File: src/rtl/mem_arb_pkg.sv
// Shared types and default widths for the IFU/LSU memory-port arbiter.
package mem_arb_pkg;

  localparam int unsigned MEM_ARB_ADDR_W = 32;
  localparam int unsigned MEM_ARB_DATA_W = 32;

  typedef enum logic [1:0] {
    IDLE,
    REQ,
    RSP
  } arb_state_e;

  typedef enum logic {
    OWN_IFU,
    OWN_LSU
  } arb_owner_e;

endpackage

File: src/rtl/mem_arb_pick.sv
// Combinational grant selection between IFU and LSU requests.
// MEM_ARB_ROUND_ROBIN_EN: ties go to the side that did not win last; otherwise LSU wins ties.
module mem_arb_pick
  import mem_arb_pkg::*;
(
  input  logic       ifu_valid,
  input  logic       lsu_valid,
  input  arb_owner_e last_grant,
  output logic       grant_ifu,
  output logic       grant_lsu
);

`ifndef MEM_ARB_ROUND_ROBIN_EN
  // last_grant is still tracked by the top but has no say in fixed priority.
  logic unused_last_grant;
  assign unused_last_grant = (last_grant == OWN_LSU);
`endif

  always_comb begin
    grant_ifu = 1'b0;
    grant_lsu = 1'b0;
    if (ifu_valid && lsu_valid) begin
`ifdef MEM_ARB_ROUND_ROBIN_EN
      if (last_grant == OWN_LSU) grant_ifu = 1'b1;
      else                       grant_lsu = 1'b1;
`else
      grant_lsu = 1'b1;
`endif
    end else begin
      grant_ifu = ifu_valid;
      grant_lsu = lsu_valid;
    end
  end

endmodule

File: src/rtl/mem_arbiter.sv
// Shares one memory port between IFU fetches and LSU loads/stores, one transaction at a time.
// Optional MEM_ARB_ROUND_ROBIN_EN selects round-robin tie-breaking in mem_arb_pick.
module mem_arbiter
  import mem_arb_pkg::*;
#(
  parameter int unsigned ADDR_W = MEM_ARB_ADDR_W,
  parameter int unsigned DATA_W = MEM_ARB_DATA_W
) (
  input  logic                clk,
  input  logic                rst,
  input  logic                ifu_req_valid,
  output logic                ifu_req_ready,
  input  logic [ADDR_W-1:0]   ifu_addr,
  output logic                ifu_rsp_valid,
  input  logic                ifu_rsp_ready,
  output logic [DATA_W-1:0]   ifu_rdata,
  input  logic                lsu_req_valid,
  output logic                lsu_req_ready,
  input  logic [ADDR_W-1:0]   lsu_addr,
  input  logic                lsu_wen,
  input  logic [DATA_W-1:0]   lsu_wdata,
  input  logic [DATA_W/8-1:0] lsu_wmask,
  output logic                lsu_rsp_valid,
  input  logic                lsu_rsp_ready,
  output logic [DATA_W-1:0]   lsu_rdata,
  output logic                mem_req_valid,
  input  logic                mem_req_ready,
  output logic [ADDR_W-1:0]   mem_addr,
  output logic                mem_wen,
  output logic [DATA_W-1:0]   mem_wdata,
  output logic [DATA_W/8-1:0] mem_wmask,
  input  logic                mem_rsp_valid,
  output logic                mem_rsp_ready,
  input  logic [DATA_W-1:0]   mem_rdata
);

  arb_state_e          state, state_nx;
  arb_owner_e          owner, last_grant;
  logic [ADDR_W-1:0]   addr_q;
  logic                wen_q;
  logic [DATA_W-1:0]   wdata_q;
  logic [DATA_W/8-1:0] wmask_q;
  logic                grant_ifu, grant_lsu;

  mem_arb_pick u_pick (
    .ifu_valid  (ifu_req_valid),
    .lsu_valid  (lsu_req_valid),
    .last_grant (last_grant),
    .grant_ifu  (grant_ifu),
    .grant_lsu  (grant_lsu)
  );

  always_ff @(posedge clk or negedge rst) begin
    if (!rst) state <= IDLE;
    else      state <= state_nx;
  end

  always_comb begin
    state_nx = state;
    unique case (state)
      IDLE:    if (ifu_req_ready || lsu_req_ready) state_nx = REQ;
      REQ:     if (mem_req_ready) state_nx = RSP;
      RSP:     if (mem_rsp_valid && mem_rsp_ready) state_nx = IDLE;
      default: state_nx = IDLE;
    endcase
  end

  // Grants are gated by rst so no ready escapes while reset is held with requests pending.
  always_comb begin
    ifu_req_ready = 1'b0;
    lsu_req_ready = 1'b0;
    mem_req_valid = 1'b0;
    ifu_rsp_valid = 1'b0;
    lsu_rsp_valid = 1'b0;
    ifu_rdata     = '0;
    lsu_rdata     = '0;
    mem_rsp_ready = 1'b0;
    unique case (state)
      IDLE: begin
        ifu_req_ready = rst & grant_ifu;
        lsu_req_ready = rst & grant_lsu;
      end
      REQ: mem_req_valid = 1'b1;
      RSP: begin
        if (owner == OWN_IFU) begin
          ifu_rsp_valid = mem_rsp_valid;
          ifu_rdata     = mem_rdata;
          mem_rsp_ready = ifu_rsp_ready;
        end else begin
          lsu_rsp_valid = mem_rsp_valid;
          lsu_rdata     = mem_rdata;
          mem_rsp_ready = lsu_rsp_ready;
        end
      end
      default: ;
    endcase
  end

  always_ff @(posedge clk or negedge rst) begin
    if (!rst) begin
      owner      <= OWN_IFU;
      last_grant <= OWN_IFU;
      addr_q     <= '0;
      wen_q      <= 1'b0;
      wdata_q    <= '0;
      wmask_q    <= '0;
    end else if (lsu_req_ready) begin
      owner      <= OWN_LSU;
      last_grant <= OWN_LSU;
      addr_q     <= lsu_addr;
      wen_q      <= lsu_wen;
      wdata_q    <= lsu_wdata;
      wmask_q    <= lsu_wmask;
    end else if (ifu_req_ready) begin
      owner      <= OWN_IFU;
      last_grant <= OWN_IFU;
      addr_q     <= ifu_addr;
      wen_q      <= 1'b0;
      wdata_q    <= '0;
      wmask_q    <= '0;
    end
  end

  assign mem_addr  = addr_q;
  assign mem_wen   = wen_q;
  assign mem_wdata = wdata_q;
  assign mem_wmask = wmask_q;

endmodule
File: config.mk
export PLATFORM = sky130hd
export DESIGN_NAME = mem_arbiter
export DESIGN_NICKNAME = d
export VERILOG_FILES = /design/src/rtl/mem_arb_pkg.sv /design/src/rtl/mem_arb_pick.sv /design/src/rtl/mem_arbiter.sv
export SDC_FILE = /design/constraint.sdc
export NUM_CORES = 1
export LEC_CHECK = 0
export CORE_MARGIN = 5
export CORE_UTILIZATION = 30
export DETAILED_ROUTE_END_ITERATION = 10
export HOLD_SLACK_MARGIN = 0.1
export PLACE_DENSITY = 0.86
export SETUP_SLACK_MARGIN = 0.2
export SLEW_MARGIN = 20
export SYNTH_ARGS = -nofsm -noshare
export SYNTH_HDL_FRONTEND = slang
export SYNTH_SLANG_ARGS = --single-unit
File: constraint.sdc
create_clock -name clk -period 1.65 [get_ports clk]
set_input_delay 0.2475 -clock clk [delete_from_list [all_inputs] [get_ports clk]]
set_output_delay 0.2475 -clock clk [all_outputs]
set_load 0.01 [all_outputs]
==> results.json <==
{
  "status": "finished with violations",
  "violations": "setup timing",
  "crit_buf_inv": 3,
  "whs_ns": 0.146,
  "ios": 280,
  "ys_ff_latch": 72,
  "ir_worst_vdd_mv": 0.745,
  "synth-edff-count": 0,
  "startpoint_type": "flop",
  "worst_setup_path_end_kind": "output port",
  "path_class": "reg -> out",
  "power_switching_uw": 3820,
  "wirelength_um": 17000,
  "rows": 39,
  "critPathMaxStageDelay_ns": 0.38,
  "placed_cell_area_um2": 6550,
  "p_total_uw": 11400,
  "drt_iter0_drc": 291,
  "p_comb_share_pct": 53.3,
  "start_util_pct": 30.7,
  "clkTransAtPathRegs_ns": 0.06,
  "fin_crit_sh_pct": 116,
  "clock_path_buffers": 2,
  "cts.htree.levels": 3,
  "cp_cell_sequence": "or2b_4 -> nor2_4 -> buf_6 -> buf_16 -> and2_1 -> buf_2",
  "required_ns": 1.40,
  "yosysTopAreaCellShare_pct": 51.4,
  "syn_inst": 291,
  "final_antenna_net_count": 0,
  "drcViolationCount": 0,
  "yosysMostFrequentCell": "dfrtp_1",
  "fp.dieH_um": 118,
  "fin_area_um2": 7610,
  "synthArstFlopShare_pct": 100,
  "internal_power_uw": 7560,
  "core_area_um2": 11400,
  "synthTopCellsByArea": "dfrtp_1, and2_1, o221a_2",
  "die_w_um": 118,
  "cp.arrival_ns": 1.66,
  "fp.dieArea_um2": 14000,
  "crit_family": "simple AND/OR/NAND/NOR gates",
  "layout-drive-gt1-share_pct": 38.9,
  "finalCriticalPeriod_ns": 1.91,
  "drv_slew": 0,
  "switching_share_pct": 33.6,
  "avgSynthCellArea_um2": 12.1,
  "port_buffers": 279,
  "setup_viol_count_final": 138,
  "cts-root-buf": "clkbuf_16",
  "via_per_inst": 5.37,
  "grt_pass1_vias": 4257,
  "max_freq_mhz": 525,
  "clock-skew-final_ns": 0.00683,
  "ys_warn_count": 0,
  "route.vias.total": 4021,
  "overflow": 0,
  "p_leak_uw": 0.00350,
  "final-hold-violation-count": 0,
  "insertion_delay_ns": 0.33,
  "synthTopCellsByCount": "dfrtp_1, and2_1, a22o_1",
  "ys.flop_type": "dfrtp_1",
  "yosysUniqueCellTypes": 24,
  "finalWorstSetupSlack_ns": -0.256,
  "place_hpwl_um": 11000,
  "pwr-share-seq_pct": 28.5,
  "num_antenna_cells": 0,
  "grt_pass1_wl_um": 23800,
  "final_net_count": 743,
  "crit_path_top_delay_cell": "dfrtp_1",
  "syn_area_um2": 3510,
  "firstDrtPassIters": 4,
  "drv_cap": 0,
  "place.gp.congestion": 0.750,
  "cts_buffers": 9,
  "relSlewSlack_pct": 39.2,
  "syn_nets": 432,
  "area_growth_pct": 117,
  "rsz0062_at_grt": "true",
  "power_frac_clock_pct": 18.2,
  "groute.usage.overall_pct": 21.5,
  "hold_class": "in -> async",
  "worst_pin_slew_ns": 0.912,
  "synth.largest_area_cell": "dfrtp_1",
  "crit_fanout": 16,
  "grt_max_degree": 71,
  "routedWlPerCell_um": 22.7,
  "cts_tree": "built",
  "post-route-util_pct": 66.7,
  "power_density_nw_per_um2": 1500,
  "cts_sinks": 72,
  "ys_seq_area_share_pct": 51.4,
  "antenna_found_initial": 0
}
## per-layer routing
layer | GRT usage, % | wire length (um) | vias to the layer above
met5 | 0 | 0 | -
li1 | - | - | 1754
met1 | 23.4 | 6020 | 1982
met4 | 10.8 | 644 | 0
met2 | 37.9 | 9120 | 239
met3 | 6.21 | 1230 | 46
## stage by stage
stage          setup TNS, ns  setup WS, ns  instances
2_1_floorplan              0        0.0621        291
3_3_place_gp          -16.09        -0.285        702
3_5_place_dp          -17.60        -0.272        702
4_1_cts               -18.82        -0.267        734
5_1_grt               -34.37        -0.318        749
6_report              -25.71        -0.256        749
## flip-flops by register name, indices dropped and copies added (netlist names)
register,cells
mem_addr,32
mem_wdata,32
mem_wmask,4
state,2
mem_wen,1
owner,1
## power groups by stage
stage | sequential [uW] | combinational [uW] | clock (uW)
after floorplan | 3550 | 1880 | 0
after global placement | 3200 | 5230 | 0
after detailed placement | 3240 | 5360 | 0
after CTS | 3220 | 5340 | 2120
after global routing | 3350 | 6410 | 2190
final | 3240 | 6070 | 2070
## worst paths after layout
check | startpoint | to | slack [ns] | depth (start not counted)
setup / recovery | state[0]$_DFFE_PN0P_ | lsu_rdata[21] | -0.26 | 6
hold / removal | rst | owner$_DFFE_PN0P_ | 0.15 | 2
setup reg to reg | state[0]$_DFFE_PN0P_ | mem_addr[12]$_DFFE_PN0P_ | -0.24 | 6
hold reg to reg | mem_wdata[21]$_DFFE_PN0P_ | mem_wdata[21]$_DFFE_PN0P_ | 0.49 | 1
max in group asynchronous | rst | mem_wmask[1]$_DFFE_PN0P_ | 0.87 | 2
min in group clk | mem_wdata[21]$_DFFE_PN0P_ | mem_wdata[21]$_DFFE_PN0P_ | 0.49 | 1
## timing repair
item                                    in CTS  in global routing
hold endpoints to repair                     2                  0
resized for setup                          395                116
buffers inserted                             7                  7
endpoints found under the setup margin     209                141
cloned                                       9                  8
hold buffers                                 1                  0
pin swaps                                    6                 39
## placed cells by master, fill, tap and decap left out, types with 15 or more instances in the layout
master / count
o32a_1: 32
clkdlybuf4s50_1: 139
a22o_1: 37
buf_2: 15
dlygate4sd2_1: 69
clkbuf_16: 16
dfrtp_1: 71
buf_6: 70
and2_4: 51
and2_1: 15
o221a_2: 32
## layout make-up
type | instances | area, um2
clock buffer | 10 | 239
timing repair buffer | 331 | 3560
multi-input combinational | 185 | 1740
clock inverter | 5 | 81.3
fill | 827 | 3810
sequential | 72 | 1800
inverter | 3 | 11.3
tap | 143 | 179
## cells by family (layout without fill, tap and decap cells)
logic type	after synthesis	count (layout)	synth area share, %
flip-flops	72	72	51.4
AND/OR/NAND/NOR	80	80	14.2
AO/OA/AOI/OAI	104	104	29.2
multiplexers	1	1	0.285
buffers and inverters	34	349	4.89
Note: power is estimated with default switching activity, not from simulation.
==> edit 1: new RTL, same flow settings <==
Reset style: synchronous (`rst`), changed in 2 clocked blocks.
--- a/src/rtl/mem_arbiter.sv
+++ b/src/rtl/mem_arbiter.sv
@@ -50,7 +50,7 @@
     .grant_lsu  (grant_lsu)
   );
 
-  always_ff @(posedge clk or negedge rst) begin
+  always_ff @(posedge clk) begin
     if (!rst) state <= IDLE;
     else      state <= state_nx;
   end
@@ -96,7 +96,7 @@
     endcase
   end
 
-  always_ff @(posedge clk or negedge rst) begin
+  always_ff @(posedge clk) begin
     if (!rst) begin
       owner      <= OWN_IFU;
       last_grant <= OWN_IFU;
Behaviour: differs if rst is asserted again (counterexample within 4 cycles, from zero or initial values and one cycle with rst low); with rst held inactive, the same outputs for 4 cycles.
==> edit 1 against the unedited design <==
- the flow still finishes with violations (negative setup slack)
- count of clock-buffer cells in the layout unchanged
- final area down 1.9%
- worst setup slack worse by 0.044 ns
- wire length is 2.1% higher
- sequential cell count unchanged
- area after synthesis shrank 12%
- critical path depth unchanged
- critical path type unchanged
- largest cell class unchanged
- highest routed layer unchanged
Power is not compared: it rests on default switching activity, and its combinational part moved more than twofold at a synthesized area within 25%.
==> edit 1: results (changes against the unedited design) <==
| Metric | Value |
|---|---|
| Fraction of final layout cells sized beyond drive strength 1 | 0.3870 (-0.002442) |
| Initial drt markers | 190 (-35%) |
| Setup clock skew after layout | 0.008826 ns (+0.001997 ns) |
| Violations in the final reports | negative setup slack |
| Post-Route Setup TNS | -19.05 ns (+6.661 ns) |
| Post-route setup slack | -0.2998 ns (-0.04368 ns) |
| Clock transition at the register clock pins on the worst setup and hold paths after CTS | 0.08 ns (+0.02 ns) |
| Critical register-to-register path startpoint | state[1] |
| Longest individual stage delay on the worst path | 0.35 ns (-0.03 ns) |
| Critical-path top delay cell | sky130_fd_sc_hd__dfxtp_2 |
| Synthesized net count | 469 (+8.6%) |
| Max FO, Critical Path | 8 (-8) |
| Status | finished with violations |
| Wire length of the first global-routing pass | 24.01 mm (+0.76%) |
| Placed Area | 6100 µm² (-6.8%) |
| Top cell types by occurrence after synthesis | sky130_fd_sc_hd__dfxtp_1, sky130_fd_sc_hd__and2_1, sky130_fd_sc_hd__a22o_1, sky130_fd_sc_hd__nor2_1, sky130_fd_sc_hd__a21oi_1 |
| Place WS | -0.4675 ns (-0.1955 ns) |
| Min-delay worst type | flop to flop |
| Async set or reset register ratio after synthesis | 0 (-1.000) |
| Via-per-instance ratio | 5.090 (-5.2%) |
| Global routing usage summed across all routing layers | 0.2456 (+0.03081) |
| Final cell count without fillers | 782 (+4.4%) |
| Total of endpoints with negative setup slack in the final report | 117 (-15%) |
| R2r endpoint | mem_addr[17] |
| Via count of the first global-routing pass | 4363 (+2.5%) |
| Logic depth of the worst register-to-register path | 8 (+2) |
| Arrival time worst endpoint | 1.70 ns (+0.04 ns) |
| Clk root buf | sky130_fd_sc_hd__clkbuf_8 |
| Worst Tran Pin Value | 0.5361 ns (-0.3755 ns) |
| Destination of the critical timing path | lsu_rdata[19] |
| FILL cells | 677 (-18%) |
| Pin count of the biggest net entering global routing | 38 (-46%) |
| Instance count after placement with tap cells included | 733 (+4.4%) |
| Met1 demand-to-capacity share in global routing | 0.2446 (+0.01016) |
| M3 GR Usage | 0.07554 (+0.01346) |
edit 1: changes by cell type after synthesis, moves of 4 or more:
cell / change
sky130_fd_sc_hd__dfrtp_1: -72
sky130_fd_sc_hd__dfxtp_1: +72
sky130_fd_sc_hd__a21oi_1: +32
sky130_fd_sc_hd__nor2_1: +32
sky130_fd_sc_hd__o221a_2: -32
sky130_fd_sc_hd__o32a_1: -32
sky130_fd_sc_hd__o221ai_1: +30
sky130_fd_sc_hd__buf_2: +4
edit 1: cells by family after synthesis:
group                  share of synthesized area
AOI/OAI and AO/OA                         0.2616
buffers and inverters                    0.05954
and+or+nand+nor                           0.2090
DFF                                       0.4666
muxes                                   0.003240
edit 1: layer usage:
layer / vias to the layer above / wire, µm / share of wire
met5: - / 0 / 0
met4: 0 / 637 / 0.037
met3: 45 / 1546 / 0.089
met2: 210 / 9423 / 0.54
met1: 1904 / 5756 / 0.33
li1: 1821 / - / -
edit 1: how the worst min path moves through the flow:
stage                   from             to  slack (ns)
6_report       mem_wdata[28]  mem_wdata[28]        0.48
5_1_grt        lsu_wdata[29]  mem_wdata[29]        0.48
2_1_floorplan  lsu_wdata[10]  mem_wdata[10]        0.38
3_3_place_gp   mem_wdata[13]  mem_wdata[13]        0.45
4_1_cts        mem_wdata[12]  mem_wdata[12]        0.48
3_5_place_dp    mem_wmask[2]   mem_wmask[2]        0.46
edit 1: final cells by class:
cell class	instances	area, µm²	share of cell area
inverters	2	7.507	0.001005
well taps	136	170.2	0.02278
clock inverters	6	45.04	0.006031
multi-input cells	222	2014	0.2697
clock buffers	10	137.6	0.01843
flip-flops and latches	72	1443	0.1932
repair buffers	334	3651	0.4889
==> edit 2: new RTL, same settings <==
Without the edit above. The option `MEM_ARB_ROUND_ROBIN_EN` is turned on by a define.
--- a/src/rtl/mem_arb_pick.sv
+++ b/src/rtl/mem_arb_pick.sv
@@ -1,5 +1,7 @@
 // Combinational grant selection between IFU and LSU requests.
 // MEM_ARB_ROUND_ROBIN_EN: ties go to the side that did not win last; otherwise LSU wins ties.
+`define MEM_ARB_ROUND_ROBIN_EN
+
 module mem_arb_pick
   import mem_arb_pkg::*;
 (
Check against the original RTL: not equivalent (a bounded check fails within 4 cycles, from zero or initial values and one cycle with rst low).
==> edit 2 against the unedited design <==
- the run still ends with negative setup slack left
- synthesized cell count grew 26%
- clock power grew 7%
- final area grew 11%
- worst setup slack gained 0.078 ns
- die area grew 1.0%
- critical path depth grew 1
- sequential cell count is the same
- total power grew 12%
- wire length grew 25%
- first-iteration DRC count grew 24%
- area after synthesis grew 1.1%
- sequential share of layout area shrank 2.3 points
- combinational power grew 22%
- highest routed layer unchanged
==> edit 2: results (changes against the unedited design) <==
| Metric | Value |
|---|---|
| Status | finished with violations |
| Violations in the final reports | negative setup slack |
| Critical register-to-register path startpoint | state[1] |
| FILL cells | 737 (-11%) |
| Max FO, Critical Path | 8 (-8) |
| Area of the multi-input gates | 2024 µm² (+16%) |
| Arrival time worst endpoint | 1.58 ns (-0.08 ns) |
| Total of endpoints with negative setup slack in the final report | 120 (-13%) |
| Final wirelength | 21.25 mm (+25%) |
| Fraction of final layout cells sized beyond drive strength 1 | 0.4043 (+0.01485) |
| R2r endpoint | mem_wdata[29] |
| Maximum VDD drop | 858.4 µV (+15%) |
| Post-CTS repair timing setup buffer count | 17 (+10) |
| Setup clock skew after layout | 0.004301 ns (-0.002528 ns) |
| CTS Hold Bufs | 2 (+1) |
| Critical-path top delay cell | sky130_fd_sc_hd__dfrtp_2 |
| Met2 Resource Use GR | 0.4924 (+0.1137) |
| Max-slew headroom at the worst pin | 0.6240 (+0.2317) |
| Cells after synthesis | 366 (+26%) |
| Clock Network Area Fraction | 0.03993 (-0.002156) |
| GP Congestion | 0.8623 (+15%) |
| Total vias in the final route | 4632 (+15%) |
| Pin count of the biggest net entering global routing | 63 (-11%) |
| Register area | 1804 µm² (about the same) |
| Initial drt markers | 361 (+24%) |
| Largest cells by area after synthesis | sky130_fd_sc_hd__dfrtp_1, sky130_fd_sc_hd__and2_1, sky130_fd_sc_hd__a22o_1 |
| Longest individual stage delay on the worst path | 0.45 ns (+0.07 ns) |
| Category of cells accounting for the largest share of critical-path delay | buffers and inverters |
| Sequential cell area fraction in the yosys report | 0.5078 (-0.005795) |
| Wire length of the first global-routing pass | 29.77 mm (+25%) |
| Met1 demand-to-capacity share in global routing | 0.2976 (+0.06317) |
| Post-route setup slack | -0.1777 ns (+0.07847 ns) |
| Multi-input logic cell count | 253 (+37%) |
| Synthesized net count | 507 (+17%) |
| Initial antenna violation count | 5 (+5) |
| N_diodes | 5 (+5) |
| Half-perimeter wire length after detailed placement | 12.09 mm (+9.6%) |
| Net count reported at finish | 836 (+13%) |
| Post-Route Setup TNS | -10.04 ns (+15.66 ns) |
[edit 2: where the power goes]
part           leakage [nW]  switching [mW]  internal, mW  total (mW)
combinational          2.70            3.29          4.10        7.39
clock                 0.162           0.738          1.47        2.21
sequential            0.873           0.556          2.62        3.18
[edit 2: layer usage]
layer	part of all wire	vias up
li1	-	2007
met1	0.35	2293
met5	0	-
met2	0.52	283
met4	0.040	0
met3	0.085	49
[edit 2: logic make-up after synthesis]
kind of cell,Yosys count,synth area share
flip-flops,72,0.5078
buffers and inverters,41,0.05324
AND/OR/NAND/NOR,112,0.1848
multiplexers,1,0.002821
AO/OA/AOI/OAI,140,0.2514
[edit 2: stage by stage]
stage	util	setup WS (ns)	hold slack, ns	std cells
after floorplan	-	0.2077	-0.04809	366
after global placement	0.5719	-0.2851	0.1952	772
after detailed placement	0.5719	-0.2798	0.1914	772
after CTS	0.6736	-0.1922	0.4087	830
after global routing	0.7320	-0.2463	0.4232	848
final	0.7320	-0.1777	0.4206	848
